File: src/rtl/dmem_arbiter_pkg.sv
// Shared types for the data-memory arbiter: arbitration states and the
// request bundle that is muxed onto the single datamemory port.
package Arb_PKG;

    localparam int ARB_DATA_W = 32;
    localparam int ARB_ADDR_W = 9;

    typedef enum logic [1:0] {
        CORE     = 2'd0,
        DBG_LOCK = 2'd1,
        YIELD    = 2'd2
    } arb_state_t;

    typedef struct packed {
        logic                  rd;
        logic                  wr;
        logic [ARB_ADDR_W-1:0] addr;
        logic [ARB_DATA_W-1:0] wdata;
        logic [2:0]            func3;
    } mem_req_t;

endpackage

File: src/rtl/dmem_arbiter_if.sv
// Bus bundle for the arbiter: core MEM-stage side, debug/loader side and the
// datamemory port. The arbiter uses the slave view, its environment the master view.
interface dmem_arbiter_if #(
    parameter int DATA_W     = 32,
    parameter int DM_ADDRESS = 9
);
    logic                  core_rd;
    logic                  core_wr;
    logic [DM_ADDRESS-1:0] core_addr;
    logic [DATA_W-1:0]     core_wdata;
    logic [2:0]            core_func3;
    logic [DATA_W-1:0]     core_rdata;
    logic                  core_stall;

    logic                  dbg_valid;
    logic                  dbg_we;
    logic                  dbg_lock;
    logic [DM_ADDRESS-1:0] dbg_addr;
    logic [DATA_W-1:0]     dbg_wdata;
    logic [2:0]            dbg_func3;
    logic                  dbg_ready;
    logic                  dbg_rvalid;
    logic [DATA_W-1:0]     dbg_rdata;

    logic                  mem_rd;
    logic                  mem_wr;
    logic [DM_ADDRESS-1:0] mem_addr;
    logic [DATA_W-1:0]     mem_wdata;
    logic [2:0]            mem_func3;
    logic [DATA_W-1:0]     mem_rdata;

    logic                  owner_dbg;

    modport slave (
        input  core_rd, core_wr, core_addr, core_wdata, core_func3,
        output core_rdata, core_stall,
        input  dbg_valid, dbg_we, dbg_lock, dbg_addr, dbg_wdata, dbg_func3,
        output dbg_ready, dbg_rvalid, dbg_rdata,
        output mem_rd, mem_wr, mem_addr, mem_wdata, mem_func3,
        input  mem_rdata,
        output owner_dbg
    );

    modport master (
        output core_rd, core_wr, core_addr, core_wdata, core_func3,
        input  core_rdata, core_stall,
        output dbg_valid, dbg_we, dbg_lock, dbg_addr, dbg_wdata, dbg_func3,
        input  dbg_ready, dbg_rvalid, dbg_rdata,
        input  mem_rd, mem_wr, mem_addr, mem_wdata, mem_func3,
        output mem_rdata,
        input  owner_dbg
    );

endinterface

File: src/rtl/dmem_arbiter_sat_counter.sv
// Saturating up-counter with clear. Clear and increment together load 1, so a
// counter can be restarted on the same cycle that counts the first event.
module sat_counter #(
    parameter int W   = 4,
    parameter int MAX = 8
) (
    input  logic         clk,
    input  logic         reset,
    input  logic         i_inc,
    input  logic         i_clr,
    output logic [W-1:0] o_cnt
);

    localparam logic [W-1:0] MAX_V = W'(MAX);
    localparam logic [W-1:0] ONE_V = W'(1);

    logic [W-1:0] r_cnt;

    always_ff @(posedge clk) begin
        if (reset) begin
            r_cnt <= '0;
        end else if (i_clr) begin
            r_cnt <= i_inc ? ONE_V : '0;
        end else if (i_inc && (r_cnt != MAX_V)) begin
            r_cnt <= r_cnt + ONE_V;
        end
    end

    assign o_cnt = r_cnt;

endmodule

File: src/rtl/dmem_arbiter.sv
// Shares the datamemory port between the MEM stage (default owner) and a
// debug/loader master with starvation guard and bounded locked bursts.
module dmem_arbiter
    import Arb_PKG::*;
#(
    parameter int DATA_W     = 32,
    parameter int DM_ADDRESS = 9,
    parameter int MAX_WAIT   = 8,
    parameter int MAX_BURST  = 4
) (
    input  logic           clk,
    input  logic           reset,
    dmem_arbiter_if.slave  bus
);

    localparam int WW = $clog2(MAX_WAIT + 1);
    localparam int BW = $clog2(MAX_BURST + 1);
    localparam logic [WW-1:0] WAIT_MAX_V  = WW'(MAX_WAIT);
    localparam logic [BW-1:0] BEAT_LAST_V = BW'(MAX_BURST - 1);

    arb_state_t    r_state, w_next;
    logic          w_core_req, w_starve, w_core_gnt, w_dbg_gnt;
    logic          w_wait_inc, w_wait_clr, w_beat_inc, w_beat_clr;
    logic [WW-1:0] w_wait_cnt;
    logic [BW-1:0] w_beat_cnt;
    mem_req_t      w_core, w_dbg, w_mem;
    logic          r_dbg_rvalid;
    logic [DATA_W-1:0] r_dbg_rdata;

    assign w_core_req = bus.core_rd | bus.core_wr;
    assign w_starve   = (w_wait_cnt == WAIT_MAX_V);

    always_ff @(posedge clk) begin
        if (reset) r_state <= CORE;
        else       r_state <= w_next;
    end

    // Grants are forced low during reset so no access leaks out in that cycle.
    always_comb begin
        w_next     = r_state;
        w_core_gnt = 1'b0;
        w_dbg_gnt  = 1'b0;
        if (!reset) begin
            unique case (r_state)
                CORE: begin
                    w_dbg_gnt  = bus.dbg_valid & (~w_core_req | w_starve);
                    w_core_gnt = w_core_req & ~w_dbg_gnt;
                    if (w_dbg_gnt && bus.dbg_lock)
                        w_next = (MAX_BURST == 1) ? YIELD : DBG_LOCK;
                end
                DBG_LOCK: begin
                    w_dbg_gnt = bus.dbg_valid;
                    if (!bus.dbg_lock || (w_dbg_gnt && (w_beat_cnt == BEAT_LAST_V)))
                        w_next = YIELD;
                end
                YIELD: begin
                    w_core_gnt = w_core_req;
                    w_next     = CORE;
                end
                default: w_next = CORE;
            endcase
        end
    end

    assign w_wait_inc = bus.dbg_valid & ~w_dbg_gnt;
    assign w_wait_clr = w_dbg_gnt | ~bus.dbg_valid | (w_next == YIELD);
    assign w_beat_inc = w_dbg_gnt & (w_next == DBG_LOCK);
    assign w_beat_clr = (r_state != DBG_LOCK) | (w_next != DBG_LOCK);

    sat_counter #(.W(WW), .MAX(MAX_WAIT)) u_wait_cnt (
        .clk   (clk),
        .reset (reset),
        .i_inc (w_wait_inc),
        .i_clr (w_wait_clr),
        .o_cnt (w_wait_cnt)
    );

    sat_counter #(.W(BW), .MAX(MAX_BURST)) u_beat_cnt (
        .clk   (clk),
        .reset (reset),
        .i_inc (w_beat_inc),
        .i_clr (w_beat_clr),
        .o_cnt (w_beat_cnt)
    );

    always_comb begin
        w_core.rd    = bus.core_rd;
        w_core.wr    = bus.core_wr;
        w_core.addr  = ARB_ADDR_W'(bus.core_addr);
        w_core.wdata = ARB_DATA_W'(bus.core_wdata);
        w_core.func3 = bus.core_func3;
        w_dbg.rd     = ~bus.dbg_we;
        w_dbg.wr     = bus.dbg_we;
        w_dbg.addr   = ARB_ADDR_W'(bus.dbg_addr);
        w_dbg.wdata  = ARB_DATA_W'(bus.dbg_wdata);
        w_dbg.func3  = bus.dbg_func3;
        w_mem        = '0;
        if (w_core_gnt)     w_mem = w_core;
        else if (w_dbg_gnt) w_mem = w_dbg;
    end

    assign bus.mem_rd     = w_mem.rd;
    assign bus.mem_wr     = w_mem.wr;
    assign bus.mem_addr   = DM_ADDRESS'(w_mem.addr);
    assign bus.mem_wdata  = DATA_W'(w_mem.wdata);
    assign bus.mem_func3  = w_mem.func3;
    assign bus.core_rdata = w_core_gnt ? bus.mem_rdata : '0;
    assign bus.core_stall = w_core_req & ~w_core_gnt & ~reset;
    assign bus.dbg_ready  = w_dbg_gnt;
    assign bus.owner_dbg  = w_dbg_gnt;

    // Debug read data is captured at the accept edge and presented one cycle later.
    always_ff @(posedge clk) begin
        if (reset) begin
            r_dbg_rvalid <= 1'b0;
            r_dbg_rdata  <= '0;
        end else begin
            r_dbg_rvalid <= w_dbg_gnt & ~bus.dbg_we;
            if (w_dbg_gnt && !bus.dbg_we)
                r_dbg_rdata <= bus.mem_rdata;
        end
    end

    assign bus.dbg_rvalid = r_dbg_rvalid;
    assign bus.dbg_rdata  = r_dbg_rdata;

endmodule

File: src/flat_wrapper.sv
// flat-port wrapper written by rule: the top's interface ports become plain ports
module dmem_arbiter_flat import Arb_PKG::*;
#(
    parameter int DATA_W     = 32,
    parameter int DM_ADDRESS = 9,
    parameter int MAX_WAIT   = 8,
    parameter int MAX_BURST  = 4
)
  (clk, reset, bus_core_rd, bus_core_wr, bus_core_addr, bus_core_wdata, bus_core_func3, bus_core_rdata, bus_core_stall, bus_dbg_valid, bus_dbg_we, bus_dbg_lock, bus_dbg_addr, bus_dbg_wdata, bus_dbg_func3, bus_dbg_ready, bus_dbg_rvalid, bus_dbg_rdata, bus_mem_rd, bus_mem_wr, bus_mem_addr, bus_mem_wdata, bus_mem_func3, bus_mem_rdata, bus_owner_dbg);
  dmem_arbiter_if #(.DATA_W(DATA_W), .DM_ADDRESS(DM_ADDRESS)) bus_i ();
  input  logic clk;
  input  logic reset;
  input wire logic [$bits(bus_i.core_rd)-1:0] bus_core_rd;
  input wire logic [$bits(bus_i.core_wr)-1:0] bus_core_wr;
  input wire logic [$bits(bus_i.core_addr)-1:0] bus_core_addr;
  input wire logic [$bits(bus_i.core_wdata)-1:0] bus_core_wdata;
  input wire logic [$bits(bus_i.core_func3)-1:0] bus_core_func3;
  output wire logic [$bits(bus_i.core_rdata)-1:0] bus_core_rdata;
  output wire logic [$bits(bus_i.core_stall)-1:0] bus_core_stall;
  input wire logic [$bits(bus_i.dbg_valid)-1:0] bus_dbg_valid;
  input wire logic [$bits(bus_i.dbg_we)-1:0] bus_dbg_we;
  input wire logic [$bits(bus_i.dbg_lock)-1:0] bus_dbg_lock;
  input wire logic [$bits(bus_i.dbg_addr)-1:0] bus_dbg_addr;
  input wire logic [$bits(bus_i.dbg_wdata)-1:0] bus_dbg_wdata;
  input wire logic [$bits(bus_i.dbg_func3)-1:0] bus_dbg_func3;
  output wire logic [$bits(bus_i.dbg_ready)-1:0] bus_dbg_ready;
  output wire logic [$bits(bus_i.dbg_rvalid)-1:0] bus_dbg_rvalid;
  output wire logic [$bits(bus_i.dbg_rdata)-1:0] bus_dbg_rdata;
  output wire logic [$bits(bus_i.mem_rd)-1:0] bus_mem_rd;
  output wire logic [$bits(bus_i.mem_wr)-1:0] bus_mem_wr;
  output wire logic [$bits(bus_i.mem_addr)-1:0] bus_mem_addr;
  output wire logic [$bits(bus_i.mem_wdata)-1:0] bus_mem_wdata;
  output wire logic [$bits(bus_i.mem_func3)-1:0] bus_mem_func3;
  input wire logic [$bits(bus_i.mem_rdata)-1:0] bus_mem_rdata;
  output wire logic [$bits(bus_i.owner_dbg)-1:0] bus_owner_dbg;
  assign bus_i.core_rd = bus_core_rd;
  assign bus_i.core_wr = bus_core_wr;
  assign bus_i.core_addr = bus_core_addr;
  assign bus_i.core_wdata = bus_core_wdata;
  assign bus_i.core_func3 = bus_core_func3;
  assign bus_core_rdata = bus_i.core_rdata;
  assign bus_core_stall = bus_i.core_stall;
  assign bus_i.dbg_valid = bus_dbg_valid;
  assign bus_i.dbg_we = bus_dbg_we;
  assign bus_i.dbg_lock = bus_dbg_lock;
  assign bus_i.dbg_addr = bus_dbg_addr;
  assign bus_i.dbg_wdata = bus_dbg_wdata;
  assign bus_i.dbg_func3 = bus_dbg_func3;
  assign bus_dbg_ready = bus_i.dbg_ready;
  assign bus_dbg_rvalid = bus_i.dbg_rvalid;
  assign bus_dbg_rdata = bus_i.dbg_rdata;
  assign bus_mem_rd = bus_i.mem_rd;
  assign bus_mem_wr = bus_i.mem_wr;
  assign bus_mem_addr = bus_i.mem_addr;
  assign bus_mem_wdata = bus_i.mem_wdata;
  assign bus_mem_func3 = bus_i.mem_func3;
  assign bus_i.mem_rdata = bus_mem_rdata;
  assign bus_owner_dbg = bus_i.owner_dbg;
  dmem_arbiter #(.DATA_W(DATA_W), .DM_ADDRESS(DM_ADDRESS), .MAX_WAIT(MAX_WAIT), .MAX_BURST(MAX_BURST)) u_core (.clk(clk), .reset(reset), .bus(bus_i));
endmodule
File: config.mk
export PLATFORM = sky130hd
export DESIGN_NAME = dmem_arbiter_flat
export DESIGN_NICKNAME = d
export VERILOG_FILES = /design/src/rtl/dmem_arbiter_pkg.sv /design/src/rtl/dmem_arbiter_if.sv /design/src/rtl/dmem_arbiter_sat_counter.sv /design/src/rtl/dmem_arbiter.sv /design/src/flat_wrapper.sv
export SDC_FILE = /design/constraint.sdc
export NUM_CORES = 1
export LEC_CHECK = 0
export CAP_MARGIN = 15
export CELL_PAD_IN_SITES_DETAIL_PLACEMENT = 1
export CELL_PAD_IN_SITES_GLOBAL_PLACEMENT = 1
export CORE_MARGIN = 1
export CORE_UTILIZATION = 19
export DETAILED_ROUTE_END_ITERATION = 8
export GPL_ROUTABILITY_DRIVEN = 1
export HOLD_SLACK_MARGIN = 0.05
export PLACE_DENSITY = 0.83
export SLEW_MARGIN = 15
export SYNTH_ARGS = -nofsm -noshare
export SYNTH_HDL_FRONTEND = slang
export SYNTH_HIERARCHICAL = 1
export SYNTH_SLANG_ARGS = --single-unit
export TNS_END_PERCENT = 20
File: constraint.sdc
create_clock -name clk -period 2.7 [get_ports clk]
set_clock_uncertainty 0.05 [all_clocks]
set_input_delay 0.675 -clock clk [delete_from_list [all_inputs] [get_ports clk]]
set_output_delay 0.675 -clock clk [all_outputs]
set_load 0.02 [all_outputs]
### After elaboration in Yosys (flattened, before gate mapping)

Cells that the tools add are included.

* bits in registers: 42
* input port bits: 127
* logic and storage cells: 64
* output and inout port bits: 114

* bitwise operators: 19
* reductions and logical operators: 11
* add/subtract/negate cells: 2
* eq/ne operators: 10
* muxes and demuxes: 17

Operators by type and width (count)
* $mux W46: 2
* $mux W32: 1
* $mux W4: 2
* $and A1 B1 Y1: 7
* $not A1 Y1: 7
* $mux W2: 3
* $mux W3: 2
* $logic_and A1 B1 Y1: 5
* $or A1 B1 Y1: 5
* $add A4 B1 Y4 const B: 1
* $eq A2 B1 Y1 const B: 2
* $eq A2 B2 Y1 const B: 2
* $eq A4 B4 Y1 const B: 1
* $mux W1: 4
* $ne A2 B1 Y1 const B: 2
* $ne A4 B4 Y1 const B: 1
* $pmux W1 S2: 2
* $pmux W2 S2: 1
* $reduce_bool A2 Y1: 2
* $add A3 B1 Y3 const B: 1
* $eq A3 B2 Y1 const B: 1
* $ne A3 B3 Y1 const B: 1
* $logic_not A1 Y1: 2
* $logic_not A2 Y1: 1
* $logic_or A1 B1 Y1: 1

### Depth between registers and ports, before layout

* depth after elaboration: 13
* depth in mapped cells: 8
* mapped depth without buffers: 7

### Hierarchy

The synthesis kept the hierarchy.

Modules (own cells, without submodules)
* dmem_arbiter: cells each 262, seq. area each 700.7 um^2, area an instance 2073.2 um^2, times used 1
* sat_counter at u_core.u_wait_cnt: cells each 25, seq. area each 80.1 um^2, area an instance 214.0 um^2, times used 1
* sat_counter at u_core.u_beat_cnt: cells each 17, seq. area each 60.1 um^2, area an instance 177.7 um^2, times used 1

### Least setup slack after synthesis

No wires, ideal clock.

* kind: in2out
* start point: input port bus_dbg_valid
* end point: output port bus_mem_addr[0]
* setup slack: 0.161 ns
* buffers on the path: 2
* stages: 5
* required time: 1.975 ns
* arrival: 1.814 ns
* cells stage by stage: nor2b_1 -> a2111oi_4 -> buf_6 -> buf_6 -> a22o_1

* cells in the longest elaborated chain, start to end: 6
* elaborated cells on any way between the ends: 9
* classes of those cells: mux: 6; bitwise: 3

RTL lines
* start: declaration: RTL line flat_wrapper.sv:20 `input wire logic [$bits(bus_i.dbg_valid)-1:0] bus_dbg_valid;`
* $and A1 B1 Y1: RTL line dmem_arbiter.sv:46 `w_dbg_gnt = bus.dbg_valid & (~w_core_req | w_starve);`
* $not A1 Y1: RTL line dmem_arbiter.sv:47 `w_core_gnt = w_core_req & ~w_dbg_gnt;`
* $and A1 B1 Y1: RTL line dmem_arbiter.sv:47
* $pmux W1 S2: RTL line dmem_arbiter.sv:44 `unique case (r_state)`
* $mux W1: RTL line dmem_arbiter.sv:43 `if (!reset) begin`
* $mux W46 (*): RTL line dmem_arbiter.sv:98 `if (w_core_gnt) w_mem = w_core;`
* end: declaration: RTL line flat_wrapper.sv:31 `output wire logic [$bits(bus_i.mem_addr)-1:0] bus_mem_addr;`

Mark *: on every way between the ends. The rest lies on a longest branch, timed or not.

### Worst setup path in the final report

* start point: register u_core.u_wait_cnt.r_cnt[3] (netlist: u_core/u_wait_cnt/o_cnt[3])
* end point: output port bus_mem_func3[0]

* cells in the longest elaborated chain, start to end: 8
* elaborated cells on any way between the ends: 11
* classes of those cells: eq/ne: 1; mux: 6; bitwise: 4

RTL lines
* start: declaration: RTL line dmem_arbiter_sat_counter.sv:17 `logic [W-1:0] r_cnt;`
* start signal: assignment: RTL line dmem_arbiter_sat_counter.sv:23 `r_cnt <= i_inc ? ONE_V : '0;`
* start signal: assignment: RTL line dmem_arbiter_sat_counter.sv:25 `r_cnt <= r_cnt + ONE_V;`
* $eq A4 B4 Y1 (*): RTL line dmem_arbiter.sv:31 `assign w_starve = (w_wait_cnt == WAIT_MAX_V);`
* $or A1 B1 Y1 (*): RTL line dmem_arbiter.sv:46
* $and A1 B1 Y1 (*): RTL line dmem_arbiter.sv:46
* $not A1 Y1: RTL line dmem_arbiter.sv:47
* $and A1 B1 Y1: RTL line dmem_arbiter.sv:47
* $pmux W1 S2: RTL line dmem_arbiter.sv:44
* $mux W1: RTL line dmem_arbiter.sv:43
* $mux W46 (*): RTL line dmem_arbiter.sv:98
* end: declaration: RTL line flat_wrapper.sv:33 `output wire logic [$bits(bus_i.mem_func3)-1:0] bus_mem_func3;`

Marks and branches as above.

==> flow_summary.toml <==
[grt]
via_count_of_the_first_global_routing_pass = 3460
grt_remaining_overflow = 0
first_pass_grt_wire_length_mm = 20.00
gr-usage-all-layers_pct = 20.29
grt_antenna_before_repair = 0
pin_count_of_the_biggest_net_entering_global_routing = 38

[sta]
final-setup-viol-count = 1
timing.max_slew.rel_slack_pct = 70.96
final.min_clock_period_ns = 2.705
maximum_operating_frequency_mhz = 369.7
report.final.slew_viol_count = 0
timing_worst_slew_pin_value_ns = 0.4311
setup_slack_ns = -0.004933
unrepaired_setup_endpoints_after_global_routing = "true"
finalHoldViolCount = 0
post-route-period-util_pct = 100.2

[critical_path]
timing.setup.critical_path_class = "reg2out"
setup.worst_path.start_class = "flip-flop"
r2r_setup_slack_ns = 0.43
worst_setup_path_end_kind = "primary output"
worst-endpoint-arrival_ns = 1.98
critical_path_peak_fanout = 11
crit_required_ns = 1.98

[synth]
postSynth.asyncResetShare_pct = 0
post_synth_fa_ha_maj_area_fraction_pct = 2.030
syn-cell-area_sq_um = 2465
postSynthAreaPerCell_sq_um = 8.108
synth-edff-count = 0
synth-warning-count = 6
sequential_cell_area_fraction_in_the_yosys_report_pct = 34.11
synth-compound-area-share_pct = 29.64
postSynthNetCount = 435
yosysUniqueCellTypes = 38
synth_top_family_by_area = "compound AO/OA/AOI/OAI gates"
synth_simple_gate_area_share_pct = 25.38
syn-instance-count = 304
multiplexer_area_fraction_after_synthesis_pct = 0.8122
synth-xor-area-share_pct = 0.3553
synth-main-ff-cell = "sky130_fd_sc_hd__dfxtp_1"
synth-seq-cells = 42

[worst_hold_path]
timing.hold.worst.class = "reg2reg"

[floorplan]
die_w_um = 115.9
core-area_sq_um = 12620
chipHeight_um = 115.9
start_util_pct = 19.53
core.rowCount = 41
fp.dieArea_sq_um = 13430
top_level_pins = 241

[flow_run]
maxCapViolCount = 0

[layout]
area_growth_pct = 137.6
drive_above_1_share_pct = 31.78
num_antenna_cells = 0
summed_area_of_non_filler_cells_in_the_final_layout_sq_um = 5857
leading_cell_type_in_the_layout_fill_and_taps_excluded = "sky130_fd_sc_hd__clkdlybuf4s50_1"
most-common-layout-cells = "sky130_fd_sc_hd__clkdlybuf4s50_1 (155), sky130_fd_sc_hd__nand2_1 (73), sky130_fd_sc_hd__buf_6 (66)"
finish.net_count = 709

[clocking]
cts_made_buffers = 5
h-tree-depth = 2
clockRootBuffer = "sky130_fd_sc_hd__clkbuf_16"
worst_setup_hold_path_clk_slew_ns = 0.06
clock_insertion_delay_worst_skew_ns = 0.28
ctsLongestPathBuffers = 2
clock_tree_from_tritoncts = "done"
clock-sinks = 42

[pwr]
total_leakage_power_nw = 2.452
power.ir.vdd_worst_v = 0.0002295
power_density_nw_per_um2 = 343.1

[routing]
dr_total_vias = 3363
detail-route-antenna-nets = 0
drt-initial-drc-count = 113
post-route-drc-count = 0
detail_route.wl_per_cell_um = 19.47
detail_route.first_pass.iterations = 4
avgViaCountPerCell = 4.478
finalWirelength_mm = 14.63

[place]
numPortBuffers = 240
hpwlAfterDp_mm = 10.28
post_dp_cell_area_sq_um = 5134
gp_congestion = 0.8411
post-place-ws_ns = -0.9514

[status]
violations_in_the_final_reports = "setup timing"
run_status = "finished with violations"
-- through the flow --
step	TNS, ns	cells	total power, mW	hold WS, ns	util (%)
2_1_floorplan	0	304	0.8905	0.4553	-
3_3_place_gp	-63.62	719	1.290	0.3915	40.68
3_5_place_dp	-69.91	719	1.297	0.3958	40.68
4_1_cts	-1.280	749	1.965	0.4055	43.76
5_1_grt	-2.983	751	2.094	0.4314	46.41
6_report	-0.004933	751	2.009	0.4026	46.41
-- power by group --
group	leakage (nW)	internal (mW)	switching, mW
Combinational	2.04	0.446	0.326
Sequential	0.341	0.629	0.00613
Clock	0.0740	0.343	0.259
Total	2.45	1.42	0.592
-- flip-flops by register name, indices dropped and copies added, names as in the netlist --
name / cells
u_core/r_state: 2
u_core/u_beat_cnt/o_cnt: 3
u_core/bus.dbg_rdata: 32
u_core/u_wait_cnt/o_cnt: 4
u_core/bus.dbg_rvalid: 1
-- Yosys cell counts, drive strengths merged (2+ instances only) --
library cell,n,share of area (%)
mux2i,2,0.81
inv,8,1.2
buf,15,5.1
dfxtp,42,34
o21ai,6,1.5
a21oi,34,6.9
a21boi,2,1.1
nand2,73,11
nor3,3,0.61
nor4b,2,1.6
clkbuf,9,1.4
a2111oi,2,1.7
nand2b,2,0.51
nor2,6,0.91
ha,4,2.0
and2,34,8.6
nor2b,2,0.51
a22o,45,16
-- worst max-delay path, cell delays in order (launching register included) --
cell,delay (ns)
sky130_fd_sc_hd__dfxtp_2,0.32
sky130_fd_sc_hd__nor4b_4,0.12
sky130_fd_sc_hd__buf_4,0.13
sky130_fd_sc_hd__a2111oi_4,0.35
sky130_fd_sc_hd__buf_4,0.20
sky130_fd_sc_hd__buf_12,0.12
sky130_fd_sc_hd__buf_16,0.13
sky130_fd_sc_hd__a22o_1,0.18
sky130_fd_sc_hd__buf_6,0.13
-- layer usage --
| metal | share of wire, % | global-route usage, % |
|---|---|---|
| met1 | 36 | 19.99 |
| met2 | 53 | 40.32 |
| met4 | 2.4 | 5.983 |
| met3 | 8.6 | 6.015 |
| met5 | 0 | 0 |
-- cell type report --
| type | count | area (sq um) |
|---|---|---|
| clock inverter | 3 | 18.77 |
| clock buffer | 5 | 125.1 |
| tap | 172 | 215.2 |
| inverter | 8 | 30.03 |
| timing repair buffer | 291 | 3038 |
| multi-input combinational | 230 | 1584 |
| sequential | 42 | 845.8 |
| fill | 1460 | 6763 |
-- what timing repair did --
item | 4_1_cts | 5_1_grt
setup endpoints to repair | 83 | 78
hold buffers | 0 | 0
gates cloned | 9 | 1
pin swaps | 14 | 35
gates resized for setup | 385 | 98
setup buffers | 14 | 3
-- worst paths after layout --
path	from	end	cells past startpoint
worst min register to register	u_core/bus.dbg_rdata[25]	u_core/bus.dbg_rdata[25]	2
worst max register to register	u_core/u_wait_cnt/o_cnt[1]	u_core/u_beat_cnt/o_cnt[2]	9
worst max-delay path	u_core/u_wait_cnt/o_cnt[3]	bus_mem_func3[0]	8
worst min-delay path	u_core/bus.dbg_rdata[25]	u_core/bus.dbg_rdata[25]	2
-- cells by family (layout without fill, tap and decap cells) --
| kind of cell | after synthesis | count (layout) |
|---|---|---|
| DFF | 42 | 42 |
| adders and majority gates | 4 | 4 |
| buffers and inverters | 32 | 307 |
| xor gates and xnor gates | 1 | 1 |
| AOI/OAI and AO/OA | 96 | 96 |
| muxes | 2 | 2 |
| and+or+nand+nor | 127 | 127 |
Note: power is estimated with default switching activity, not from simulation.
==> RTL change, RTL diff (same settings) <==
`DM_ADDRESS` is set to 9 in 3 places; all go to 18.
--- a/src/rtl/dmem_arbiter_if.sv
+++ b/src/rtl/dmem_arbiter_if.sv
@@ -4,3 +4,3 @@
     parameter int DATA_W     = 32,
-    parameter int DM_ADDRESS = 9
+    parameter int DM_ADDRESS = 18
 );
--- a/src/rtl/dmem_arbiter.sv
+++ b/src/rtl/dmem_arbiter.sv
@@ -6,3 +6,3 @@
     parameter int DATA_W     = 32,
-    parameter int DM_ADDRESS = 9,
+    parameter int DM_ADDRESS = 18,
     parameter int MAX_WAIT   = 8,
--- a/src/flat_wrapper.sv
+++ b/src/flat_wrapper.sv
@@ -4,3 +4,3 @@
     parameter int DATA_W     = 32,
-    parameter int DM_ADDRESS = 9,
+    parameter int DM_ADDRESS = 18,
     parameter int MAX_WAIT   = 8,
Interface: changed (resized bus_core_addr, bus_dbg_addr and bus_mem_addr); port bits go from 241 to 268. No check against the original RTL was run, so the function may have changed too.
==> RTL change against the original RTL <==
The flow still finishes with violations (negative setup slack); global-route usage increased by 1.4 points; total power increased by 6.0%; largest cell class unchanged; setup slack got worse by 87 ps; synthesized area increased by 2.9%; design area increased by 0.98%; sequential cell count unchanged; via count increased by 3.2%; routed wire length increased by 8.3%; highest routed layer unchanged; fmax decreased by 3.1%; critical path depth unchanged; sequential power about the same.
==> RTL change: results (changes against the original RTL) <==
* Post-route setup TNS at -2090 ps (was -4.93 ps)
* Maximum vdd ir drop at 0.355 mV (was 0.229 mV)
* Top post-synthesis cells by area: dfxtp_1 (33%), a22o_1 (16%), nand2_1 (11%) (was dfxtp_1 (34%), a22o_1 (16%), nand2_1 (11%))
* Violations in the final reports: negative setup slack (unchanged)
* Critical path's largest stage delay at 420 ps (was 350 ps)
* Clock transition time at the flip-flop clock pins of the worst setup and hold paths at 60 ps (about the same)
* Fraction of final layout cells with drive strength greater than 1 at 30.4% (was 31.8%)
* Mux share of post-synthesis cell area at 0.789% (was 0.812%)
* Crit Path Max Fanout at 6 (was 11)
* Wire length of the first global-routing pass at 22700 um (was 20000 um)
* Number of distinct library cells after synthesis at 39 (was 38)
* Status: complete, but fails checks (unchanged)
* M2 GR Usage at 40.5% (was 40.3%)
* Final #Nets at 731 (was 709)
* Max Buffers Root-to-Sink at 2 (unchanged)
* Number of antenna violations at the first check in global routing at 1 (was 0)
* Post-Place Setup Slack at -881 ps (was -951 ps)
* Worst hold start: u_core/bus.dbg_rdata[26]$_SDFFE_PP0P_ (was u_core/bus.dbg_rdata[25]$_SDFFE_PP0P_)
* Setup ws final at -91.9 ps (was -4.93 ps)
* GR Util All Layers at 21.7% (was 20.3%)
* Final weighted congestion of routability-driven global placement at 0.947 (was 0.841)
* Via count of the first global-routing pass at 3721 (was 3460)
* Root Driver: clkbuf_16 (unchanged)
* Post-synthesis adder-cell area fraction at 1.97% (was 2.03%)
* Synth Area in Compound Gates at 28.8% (was 29.6%)
* Total wirelength of the detailed-routed design at 15800 um (was 14600 um)
* Launching instance or port of the critical path: bus_dbg_valid (was u_core/u_wait_cnt/o_cnt[3]$_SDFFE_PP0P_)
* Routing usage on met1 at 22.7% (was 20.0%)
* Highest attainable clock frequency at 358 MHz (was 370 MHz)
* Tightest Hold Check Type: register to register (unchanged)
* Initial drt markers at 127 (was 113)
* Worst-margin pin slew at 606 ps (was 431 ps)
* Number of endpoints failing setup at the final stage at 48 (was 1)
* Met3 GRT Util at 6.10% (was 6.01%)
* Static leakage at 0.00247 uW (was 0.00245 uW)
* Xor/xnor share of the synthesized area at 0.345% (was 0.355%)
* Placed wire-length estimate at 11000 um (was 10300 um)
* Total via count in the routed design at 3472 (was 3363)
* Portion of the post-synthesis area used by sequential elements at 33.2% (was 34.1%)
* Worst R2R Start: u_core/u_wait_cnt/o_cnt[2]$_SDFFE_PP0P_ (was u_core/u_wait_cnt/o_cnt[1]$_SDFFE_PP0P_)
* Maximum number of pins on one net before global-route repair at 34 (was 38)
==> RTL change: path summary, 6_finish.rpt <==
| kind | to | slack (ps) | cells past startpoint |
|---|---|---|---|
| worst max-delay path | bus_mem_addr[7] | -90 | 8 |
| worst min-delay path | u_core/bus.dbg_rdata[26]$_SDFFE_PP0P_ | 400 | 2 |
| worst max register to register | u_core/u_beat_cnt/o_cnt[2]$_SDFFE_PP0P_ | 480 | 9 |
| worst min register to register | u_core/bus.dbg_rdata[26]$_SDFFE_PP0P_ | 400 | 2 |
==> RTL change: critical path, delay by kind of cell <==
kind / cells / cell delay [ps]
and+or+nand+nor: 1 / 130
AOI/OAI and AO/OA: 2 / 590
buffers and inverters: 5 / 660
==> RTL change: logic make-up after synthesis <==
| kind of cell | after synthesis |
|---|---|
| buffers and inverters | 41 |
| AND/OR/NAND/NOR | 127 |
| flip-flops | 42 |
| adder cells (fa/ha/maj) | 4 |
| multiplexers | 2 |
| XOR/XNOR | 1 |
| AO/OA/AOI/OAI | 96 |
| other | 1 |
==> RTL change: metrics by stage <==
| stage | instances | cell area (sq um) |
|---|---|---|
| after global placement | 728 | 5170 |
| after global routing | 755 | 5910 |
| after floorplan | 322 | 2570 |
| after detailed placement | 728 | 5170 |
| final | 755 | 5910 |
| after CTS | 751 | 5560 |
==> RTL change: repair_timing <==
item | in CTS | in global routing
resized for setup | 346 | 115
pin swaps | 14 | 30
gates cloned | 7 | 1
buffers inserted | 11 | 4
setup endpoints to repair | 81 | 80
==> RTL change: layout make-up <==
type | count | area [sq um]
fillers | 1448 | 6910
repair buffers | 286 | 3020
multi-input cells | 239 | 1630
flip-flops and latches | 42 | 845
well taps | 172 | 215
clock buffers | 6 | 139
clock inverters | 1 | 30.0
inverters | 8 | 30.0
diodes | 1 | 2.50
==> RTL change: layer usage <==
| layer | wire length [um] | share of wire, % |
|---|---|---|
| met4 | 651 | 4.1 |
| met5 | 0 | 0 |
| met2 | 8160 | 52 |
| met1 | 5780 | 36 |
| met3 | 1250 | 7.9 |
==> RTL change: power breakdown <==
group | internal [uW] | switching [uW] | total (uW)
logic | 455 | 355 | 810
clock network | 456 | 229 | 686
registers | 629 | 5.86 | 635
total | 1540 | 591 | 2130
